<file path="config.mk">
export PLATFORM = sky130hd
export DESIGN_NAME = spi_adc_scanner
export DESIGN_NICKNAME = d
export VERILOG_FILES = /design/src/rtl/spi_adc_scanner.sv
export SDC_FILE = /design/constraint.sdc
export NUM_CORES = 1
export LEC_CHECK = 0
export ABC_AREA = 1
export ABC_CLOCK_PERIOD_IN_PS = 3000
export CAP_MARGIN = 40
export CORE_ASPECT_RATIO = 0.8
export CORE_MARGIN = 2
export CORE_UTILIZATION = 40
export DETAILED_ROUTE_END_ITERATION = 10
export GPL_ROUTABILITY_DRIVEN = 0
export HOLD_SLACK_MARGIN = 0.15
export PLACE_DENSITY = 0.7
export SLEW_MARGIN = 25
export SYNTH_ARGS = -nofsm -noshare
export SYNTH_HDL_FRONTEND = slang
export SYNTH_SLANG_ARGS = --single-unit
</file>
<file path="constraint.sdc">
create_clock -name clock -period 3 [get_ports clock]
set_clock_uncertainty 0.1 [all_clocks]
set_input_delay 0.3 -clock clock [delete_from_list [all_inputs] [get_ports clock]]
set_output_delay 0.3 -clock clock [all_outputs]
set_load 0.1 [all_outputs]
</file>
<file path="src/rtl/spi_adc_scanner.sv">
// Round-robin SPI scanner for MCP320x single-ended ADCs with per-channel result registers.
// Optional per-channel peak-hold is built when SPI_ADC_PEAK_HOLD_EN is defined.
module spi_adc_scanner #(
  parameter int NUM_CH   = 8,
  parameter int CH_BITS  = 3,
  parameter int ADC_BITS = 12,
  parameter int CLK_DIV  = 2,
  parameter int CS_IDLE  = 4
) (
  input  logic                         clock,
  input  logic                         reset,
  input  logic                         enable,
  input  logic [NUM_CH-1:0]            ch_mask,
  output logic                         SCLK,
  output logic                         nCS,
  output logic                         MOSI,
  input  logic                         MISO,
  output logic [NUM_CH*ADC_BITS-1:0]   ain,
  output logic                         ain_valid,
  output logic [CH_BITS-1:0]           ain_ch,
  output logic [NUM_CH*ADC_BITS-1:0]   peak,
  input  logic                         pk_detect_reset,
  output logic                         pk_detect_ack
);

  localparam int NBITS  = 4 + CH_BITS + ADC_BITS;
  localparam int DSTART = 4 + CH_BITS;

  localparam logic [15:0] DIV_END = 16'(CLK_DIV - 1);
  localparam logic [15:0] GAP_END = 16'(CS_IDLE - 1);
  localparam logic [4:0]  D_FIRST = 5'(DSTART);
  localparam logic [4:0]  B_LAST  = 5'(NBITS);

  typedef enum logic [2:0] {
    IDLE,
    SETUP,
    SCLK_HI,
    SCLK_LO,
    DONE,
    GAP
  } state_t;

  state_t                state;
  logic [15:0]           cnt;
  logic [4:0]            bit_idx;
  logic [NBITS-1:0]      tx;
  logic [ADC_BITS-1:0]   rx;
  logic [CH_BITS-1:0]    cur_ch;
  logic [CH_BITS-1:0]    nxt_ch;
  logic [CH_BITS-1:0]    hi_ch;
  logic [CH_BITS-1:0]    lo_ch;
  logic                  hi_ok;
  logic [ADC_BITS-1:0]   ain_r [NUM_CH];

  // Next set mask bit strictly above cur_ch, else the lowest set bit.
  always_comb begin
    hi_ok = 1'b0;
    hi_ch = '0;
    lo_ch = '0;
    for (int j = NUM_CH - 1; j >= 0; j--) begin
      if (ch_mask[j]) begin
        lo_ch = CH_BITS'(j);
        if (j > int'(cur_ch)) begin
          hi_ch = CH_BITS'(j);
          hi_ok = 1'b1;
        end
      end
    end
    nxt_ch = hi_ok ? hi_ch : lo_ch;
  end

  assign MOSI = tx[NBITS-1];

  always_ff @(posedge clock) begin
    if (reset) begin
      state     <= IDLE;
      cnt       <= '0;
      bit_idx   <= '0;
      tx        <= '0;
      rx        <= '0;
      cur_ch    <= CH_BITS'(NUM_CH - 1);
      SCLK      <= 1'b0;
      nCS       <= 1'b1;
      ain_valid <= 1'b0;
      ain_ch    <= '0;
      for (int i = 0; i < NUM_CH; i++)
        ain_r[i] <= '0;
    end else begin
      ain_valid <= 1'b0;
      unique case (state)
        IDLE: begin
          if (enable && ch_mask != '0) begin
            cur_ch  <= nxt_ch;
            tx      <= {2'b11, nxt_ch,
                        {(NBITS-2-CH_BITS){1'b0}}};
            nCS     <= 1'b0;
            cnt     <= '0;
            bit_idx <= '0;
            state   <= SETUP;
          end
        end
        SETUP: begin
          if (cnt == DIV_END) begin
            cnt   <= '0;
            SCLK  <= 1'b1;
            state <= SCLK_HI;
          end else begin
            cnt <= cnt + 16'd1;
          end
        end
        SCLK_HI: begin
          if (cnt == DIV_END) begin
            cnt     <= '0;
            SCLK    <= 1'b0;
            if (bit_idx >= D_FIRST)
              rx <= {rx[ADC_BITS-2:0], MISO};
            tx      <= {tx[NBITS-2:0], 1'b0};
            bit_idx <= bit_idx + 5'd1;
            state   <= SCLK_LO;
          end else begin
            cnt <= cnt + 16'd1;
          end
        end
        SCLK_LO: begin
          if (cnt == DIV_END) begin
            cnt <= '0;
            if (bit_idx == B_LAST) begin
              nCS   <= 1'b1;
              state <= DONE;
            end else begin
              SCLK  <= 1'b1;
              state <= SCLK_HI;
            end
          end else begin
            cnt <= cnt + 16'd1;
          end
        end
        DONE: begin
          for (int i = 0; i < NUM_CH; i++)
            if (cur_ch == CH_BITS'(i))
              ain_r[i] <= rx;
          ain_ch    <= cur_ch;
          ain_valid <= 1'b1;
          cnt       <= '0;
          state     <= GAP;
        end
        GAP: begin
          if (cnt == GAP_END) begin
            cnt   <= '0;
            state <= IDLE;
          end else begin
            cnt <= cnt + 16'd1;
          end
        end
        default: state <= IDLE;
      endcase
    end
  end

  for (genvar g = 0; g < NUM_CH; g++) begin : g_ain
    assign ain[g*ADC_BITS +: ADC_BITS] = ain_r[g];
  end

  always_ff @(posedge clock) begin
    if (reset)
      pk_detect_ack <= 1'b0;
    else
      pk_detect_ack <= pk_detect_reset;
  end

`ifdef SPI_ADC_PEAK_HOLD_EN
  logic [ADC_BITS-1:0] pk_r [NUM_CH];

  // A clear request beats a same-cycle result for the peak registers.
  always_ff @(posedge clock) begin
    if (reset || pk_detect_reset) begin
      for (int i = 0; i < NUM_CH; i++)
        pk_r[i] <= '0;
    end else if (state == DONE) begin
      for (int i = 0; i < NUM_CH; i++)
        if (cur_ch == CH_BITS'(i) && rx > pk_r[i])
          pk_r[i] <= rx;
    end
  end

  for (genvar g = 0; g < NUM_CH; g++) begin : g_pk
    assign peak[g*ADC_BITS +: ADC_BITS] = pk_r[g];
  end
`else
  assign peak = '0;
`endif

endmodule

</file>
==> results of run 1 <==
-- worst min-delay path by stage --
stage / from / endpoint / depth (start not counted)
3_3_place_gp: rx[11]$_SDFFE_PP0P_ / rx[11]$_SDFFE_PP0P_ / 2
3_5_place_dp: rx[11]$_SDFFE_PP0P_ / rx[11]$_SDFFE_PP0P_ / 2
4_1_cts: pk_detect_reset / pk_detect_ack$_SDFF_PP0_ / 3
5_1_grt: pk_detect_reset / pk_detect_ack$_SDFF_PP0_ / 3
2_1_floorplan: pk_detect_reset / pk_detect_ack$_SDFF_PP0_ / 2
6_report: pk_detect_reset / pk_detect_ack$_SDFF_PP0_ / 3
-- per-stage QoR --
step	worst slack [ns]	std cells	util [%]	instance area (um2)
floorplan	0.7068	820	-	7209
global placement	0.6653	1042	45.54	7586
detailed placement	0.5445	1044	45.63	7601
CTS	0.5406	1076	49.05	8170
global route	0.3363	1076	49.05	8170
finish	0.5343	1076	49.05	8170
-- kinds of logic (layout without fill, tap and decap cells) --
group,count (synthesis),in the layout,share of synthesized area (%)
AOI/OAI and AO/OA,96,96,7.797
adders and majority gates,3,3,0.5478
buffers and inverters,191,227,16.12
xor gates and xnor gates,10,10,1.278
and+or+nand+nor,277,277,17.24
DFF,147,147,56.97
other,1,96,0.05472
-- synth_stat cells, drive strengths merged --
cell type | n | share of area [%]
nand3b | 5 | 0.55
nor2 | 127 | 7.4
inv | 74 | 4.1
a211oi | 1 | 0.11
o21bai | 5 | 0.55
ha | 3 | 0.55
buf | 108 | 12
o21ai | 31 | 2.4
nor4 | 1 | 0.091
nand3 | 26 | 1.9
nor3 | 11 | 1.0
conb | 1 | 0.055
o31ai | 1 | 0.11
a21oi | 47 | 3.5
a31oi | 4 | 0.37
nand2 | 98 | 5.4
nand4 | 9 | 0.82
clkbuf | 9 | 0.49
edfxtp | 96 | 42
dfxtp | 51 | 15
o22ai | 1 | 0.091
o21a | 1 | 0.11
o211ai | 5 | 0.55
xor2 | 10 | 1.3
-- cell type report --
type / count / area, um2
well taps: 220 / 275.3
fillers: 1557 / 8488
clock inverters: 15 / 143.9
repair buffers: 121 / 938.4
multi-input cells: 482 / 2206
flip-flops and latches: 147 / 3904
clock buffers: 17 / 425.4
inverters: 74 / 277.8
-- power groups by stage --
stage / Clock [uW] / Sequential (uW) / Combinational (uW)
after global placement: 0 / 2540 / 2330
after global routing: 2150 / 2510 / 2500
after CTS: 2050 / 2490 / 2350
after detailed placement: 0 / 2540 / 2350
after floorplan: 0 / 3290 / 1280
final: 2040 / 2500 / 2360
-- state kept, by name, summed over array words and instances (netlist names) --
register	cells
SCLK	1
ain_ch	3
ain_r	96
ain_valid	1
bit_idx	5
cnt	16
cur_ch	3
nCS	1
pk_detect_ack	1
rx	12
state	3
tx	5
-- worst register-to-register path, cell delays in order (launching register included) --
cell and delay, ns:
sky130_fd_sc_hd__dfxtp_1 0.49, sky130_fd_sc_hd__inv_1 0.18, sky130_fd_sc_hd__nor2_4 0.18, sky130_fd_sc_hd__inv_2 0.10
sky130_fd_sc_hd__nor2_2 0.14, sky130_fd_sc_hd__nand3_1 0.38, sky130_fd_sc_hd__nand2_1 0.55
-- metal layers --
metal	track usage, %	vias up
li1	-	2438
met1	25.19	2313
met2	23.58	204
met3	3.496	18
met4	5.601	0
met5	0	-
==> Flow_metrics.wiki, run 1 <==
{| class="wikitable"
! Metric !! Value
|-
| Largest net degree at the start of global routing || 43
|-
| Critical path launch point type || flip-flop
|-
| Total track usage || 16.67%
|-
| Number of optimization iterations in the first detailed-route pass || 5
|-
| ANT cells || 0
|-
| Final Hold Fails || 0
|-
| Number of global-route vias before repair || 4271
|-
| Height of the chip || 121.1 um
|-
| Number of top-level design ports || 213
|-
| Starting density of the core || 41.14%
|-
| Highest routed layer || met4
|-
| Tot Pwr || 6888 uW
|-
| Capture point of the worst reg-to-reg path || ain_r[0][46]$_SDFFCE_PN0P_
|-
| Synthesis warning total || 0
|-
| Number of antenna violations at the first check in global routing || 0
|-
| Internal power || 3878 uW
|-
| Routed via count || 4973
|-
| 1st-iter DRT viols || 410
|-
| Post-detailed-route via-to-cell ratio || 4.622
|-
| Routed wl met3 || 1.070 mm
|-
| Hold-fix buffer count after cts || 0
|-
| Highest achievable clock rate || 405.6 MHz
|-
| Total number of placement rows || 42
|-
| WL per Instance || 14.08 um
|-
| Largest fanout of any net on the critical path || 13
|-
| Global-route wire length before repair || 23.22 mm
|-
| Cell family contributing the most delay on the critical path || simple AND/OR/NAND/NOR gates
|-
| Clock Sink Count || 147
|-
| Critical Path Start || state[2]$_SDFFE_PP0P_
|-
| Origin of the critical flop-to-flop path || state[2]$_SDFFE_PP0P_
|-
| GR Overflow Total || 0
|-
| Clock latency on the worst-skew pair || 0.42 ns
|-
| Post-synthesis register bit count || 147
|-
| Number of post-CTS setup repair buffers || 0
|-
| Count of cell instances traversed by the critical path || 6
|-
| Switching Power || 3011 uW
|-
| Path type of the worst min-delay path || in -> reg
|-
| Total die area || 18200 um2
|-
| Maximum vdd ir drop || 0.0004008 V
|-
| Leakage power total || 0.003391 uW
|-
| Sequential share of the synthesized area || 56.97%
|-
| Total clock buffers created by CTS || 17
|-
| Final-report max-slew violation count || 0
|-
| Chain of cells forming the critical path || inv_1 -> nor2_4 -> inv_2 -> nor2_2 -> nand3_1 -> nand2_1
|-
| Max H-tree Level || 4
|-
| Clock tree from TritonCTS || yes
|-
| WS Path Type || reg -> reg
|-
| Final setup violation count || 0
|-
| Cells resized by post-CTS repair || 0
|-
| Average footprint of a synthesized cell || 9.452 um2
|-
| Sequential power share || 36.2%
|-
| Final worst path period share || 82.19%
|-
| Routed length on met2 || 6.586 mm
|-
| Final hold slack || 0.3161 ns
|-
| Syn Std Cell Area || 6853 um2
|-
| Number of buffers on the longest clock path || 2
|-
| Crit. End Element || flip-flop
|-
| Share of post-route cells with drive strength above 1 || 18.81%
|-
| Layout area overhead || 19.23%
|-
| Power per cell area || 843.1 nW/um2
|-
| Commonest cells after routing, fill and taps aside || sky130_fd_sc_hd__nor2_1 (121), sky130_fd_sc_hd__buf_4 (109), sky130_fd_sc_hd__nand2_1 (96), sky130_fd_sc_hd__conb_1 (96), sky130_fd_sc_hd__edfxtp_1 (96)
|-
| Synth cell types || 36
|-
| Part of the power in the clock network || 29.6%
|-
| Count of mapped cells out of synthesis || 725
|-
| Reg-to-reg setup timing slack || 0.53 ns
|-
| Detailed-route wire length on metal 1 || 7.258 mm
|-
| Remaining routing DRC violations || 0
|-
| CP required || 2.96 ns
|-
| Core outline area || 16660 um2
|-
| Slowest Stage Delay on Critical Path || 0.54 ns
|-
| Last element of the critical path || ain_r[0][46]$_SDFFCE_PN0P_
|-
| Nets || 859
|-
| Signal arrival time at the worst endpoint || 2.42 ns
|-
| Switching share of power || 43.71%
|-
| Share of total power in combinational logic || 34.2%
|-
| Worst Tran Pin Value || 0.7384 ns
|-
| Reg clk slew, reported paths || 0.06 ns
|-
| Min Clock Period, post-route || 2.466 ns
|-
| Run status || finished clean
|-
| Reported max-cap violation count || 0
|-
| Post-route antenna net violation count || 0
|-
| Buffer and inverter count on the worst path || 2
|-
| Max-slew headroom at the worst pin || 50.72%
|-
| Cell at the slowest stage of the critical path || sky130_fd_sc_hd__nand2_1
|-
| Setup repair after global routing missed its margin || false
|-
| IO Port Bufs || 116
|-
| Most common library cell in the layout ignoring fill and taps || sky130_fd_sc_hd__nor2_1
|-
| Horizontal die dimension || 150.3 um
|-
| CTS Root Cell || sky130_fd_sc_hd__clkbuf_16
|-
| Setup TNS || 0 ns
|-
| Detailed-route wire length || 15.15 mm
|-
| R2R cell count || 6
|-
| DPL Wire Length || 11.23 mm
|}
Note: power is estimated with default switching activity, not from simulation.
==> inputs of run 2 (changes only) <==
--- a/config.mk
+++ b/config.mk
@@ -6,7 +6,7 @@
 export NUM_CORES = 1
 export LEC_CHECK = 0
 export ABC_AREA = 1
-export ABC_CLOCK_PERIOD_IN_PS = 3000
+export ABC_CLOCK_PERIOD_IN_PS = 2410
 export CAP_MARGIN = 40
 export CORE_ASPECT_RATIO = 0.8
 export CORE_MARGIN = 2
==> constraint.sdc (replaced) <==
create_clock -name clock -period 2.41 [get_ports clock]
set_clock_uncertainty 0.1 [all_clocks]
set_input_delay 0.241 -clock clock [delete_from_list [all_inputs] [get_ports clock]]
set_output_delay 0.241 -clock clock [all_outputs]
set_load 0.1 [all_outputs]
==> Flow_metrics.wiki, run 2 (synthesized netlist as in run 1, its figures left out) <==
{| class="wikitable"
! Metric !! Value
|-
| Path type of the worst min-delay path || in -> reg
|-
| Core outline area || 16660 um2
|-
| Max-slew headroom at the worst pin || 53.89%
|-
| Setup repair after global routing missed its margin || false
|-
| Clock Sink Count || 147
|-
| Total number of placement rows || 42
|-
| Power per cell area || 1045 nW/um2
|-
| Setup TNS || 0 ns
|-
| Commonest cells after routing, fill and taps aside || sky130_fd_sc_hd__nor2_1 (121), sky130_fd_sc_hd__buf_4 (120), sky130_fd_sc_hd__conb_1 (96), sky130_fd_sc_hd__edfxtp_1 (96), sky130_fd_sc_hd__nand2_1 (95)
|-
| Final setup violation count || 0
|-
| Final Hold Fails || 0
|-
| Largest fanout of any net on the critical path || 12
|-
| Highest achievable clock rate || 451.5 MHz
|-
| Largest net degree at the start of global routing || 43
|-
| Post-detailed-route via-to-cell ratio || 4.666
|-
| Placed cell count || 1055
|-
| Layout area overhead || 20.50%
|-
| DPL Wire Length || 11.44 mm
|-
| Total clock buffers created by CTS || 17
|-
| Share of post-route cells with drive strength above 1 || 19.84%
|-
| Crit. End Element || flip-flop
|-
| Number of buffers on the longest clock path || 2
|-
| Routed via count || 5072
|-
| 1st-iter DRT viols || 467
|-
| Global-route wire length before repair || 23.58 mm
|-
| Most common library cell in the layout ignoring fill and taps || sky130_fd_sc_hd__nor2_1
|-
| Starting density of the core || 41.14%
|-
| Horizontal die dimension || 150.3 um
|-
| Clock latency on the worst-skew pair || 0.42 ns
|-
| Total die area || 18200 um2
|-
| Signal arrival time at the worst endpoint || 2.22 ns
|-
| Largest registers in the final layout || ain_r (96), cnt (16), rx (12)
|-
| Height of the chip || 121.1 um
|-
| Detailed-route wire length || 15.69 mm
|-
| CP required || 2.41 ns
|-
| Count of cells along the worst hold path || 3
|-
| Critical path launch point type || flip-flop
|-
| Number of antenna violations at the first check in global routing || 0
|-
| Worst Tran Pin Value || 0.6915 ns
|-
| Reg clk slew, reported paths || 0.06 ns
|-
| Clock tree from TritonCTS || yes
|-
| Number of optimization iterations in the first detailed-route pass || 5
|-
| Number of post-CTS setup repair buffers || 0
|-
| Cells resized by post-CTS repair || 0
|-
| Min Clock Period, post-route || 2.215 ns
|-
| Run status || finished clean
|-
| Total track usage || 17.18%
|-
| ANT cells || 0
|-
| Final-report max-slew violation count || 0
|-
| Remaining routing DRC violations || 0
|-
| Largest register FFs || 96
|-
| Leakage power total || 0.003452 uW
|-
| WL per Instance || 14.44 um
|-
| CTS Root Cell || sky130_fd_sc_hd__clkbuf_16
|-
| Final worst path period share || 91.90%
|-
| IO Port Bufs || 116
|-
| Hold-fix buffer count after cts || 0
|-
| WS Path Type || reg -> reg
|-
| Number of global-route vias before repair || 4340
|-
| Max H-tree Level || 4
|-
| R2R cell count || 6
|-
| Maximum vdd ir drop || 0.0005710 V
|-
| Reported max-cap violation count || 0
|-
| Largest register by flop count || ain_r
|-
| Post-route antenna net violation count || 0
|-
| GR Overflow Total || 0
|-
| Filler instances || 1511
|-
| Number of top-level design ports || 213
|-
| Non-filler cells in the finished layout || 1087
|-
| Nets || 870
|}
[run 2: per-layer routing]
layer	vias to the layer above	part of all wire [%]	GRT usage [%]
met3	12	7.6	4.662
met1	2375	47	25.04
met2	228	44	25.31
met5	-	0	0
met4	0	0.96	4.363
li1	2457	-	-
[run 2: per-stage QoR]
stage	hold WS (ns)	total power, uW	util (%)	setup slack, ns	area [um2]
global placement	0.3559	6091	46.12	0.2365	7684
finish	0.2589	8633	49.57	0.1952	8258
detailed placement	0.3583	6102	46.12	0.1382	7684
global route	0.2601	8957	49.57	0.09951	8258
CTS	0.2410	8655	49.56	0.1300	8255
floorplan	0.2480	5689	-	0.1168	7209
[run 2: report_power, final]
part           total, uW  internal, uW  switching (uW)
combinational       2960           492            2470
sequential          3110          2910             196
clock               2570          1450            1110
total               8630          4850            3780
[run 2: area by class of cell]
type	instances	area, um2	area share [%]
sequential	147	3904	47.27
clock buffer	17	425.4	5.152
multi-input combinational	482	2208	26.74
tap	220	275.3	3.333
inverter	74	277.8	3.364
timing repair buffer	132	1021	12.36
clock inverter	15	146.4	1.773
[run 2: path summary, 6_finish.rpt]
check / slack, ns / startpoint / endpoint
max: 0.20 / state[2]$_SDFFE_PP0P_ / ain_r[1][9]$_SDFFCE_PN0P_
min: 0.26 / pk_detect_reset / pk_detect_ack$_SDFF_PP0_
max reg2reg: 0.20 / state[2]$_SDFFE_PP0P_ / ain_r[1][9]$_SDFFCE_PN0P_
min reg2reg: 0.37 / tx[14]$_SDFFE_PP0P_ / tx[14]$_SDFFE_PP0P_
[run 2: worst max-delay path, stage by stage (launching register included)]
cell                      delay, ns
sky130_fd_sc_hd__dfxtp_1       0.49
sky130_fd_sc_hd__inv_1         0.17
sky130_fd_sc_hd__nor2_4        0.18
sky130_fd_sc_hd__inv_2         0.10
sky130_fd_sc_hd__nor4_1        0.44
sky130_fd_sc_hd__inv_1         0.15
sky130_fd_sc_hd__nand2_2       0.27
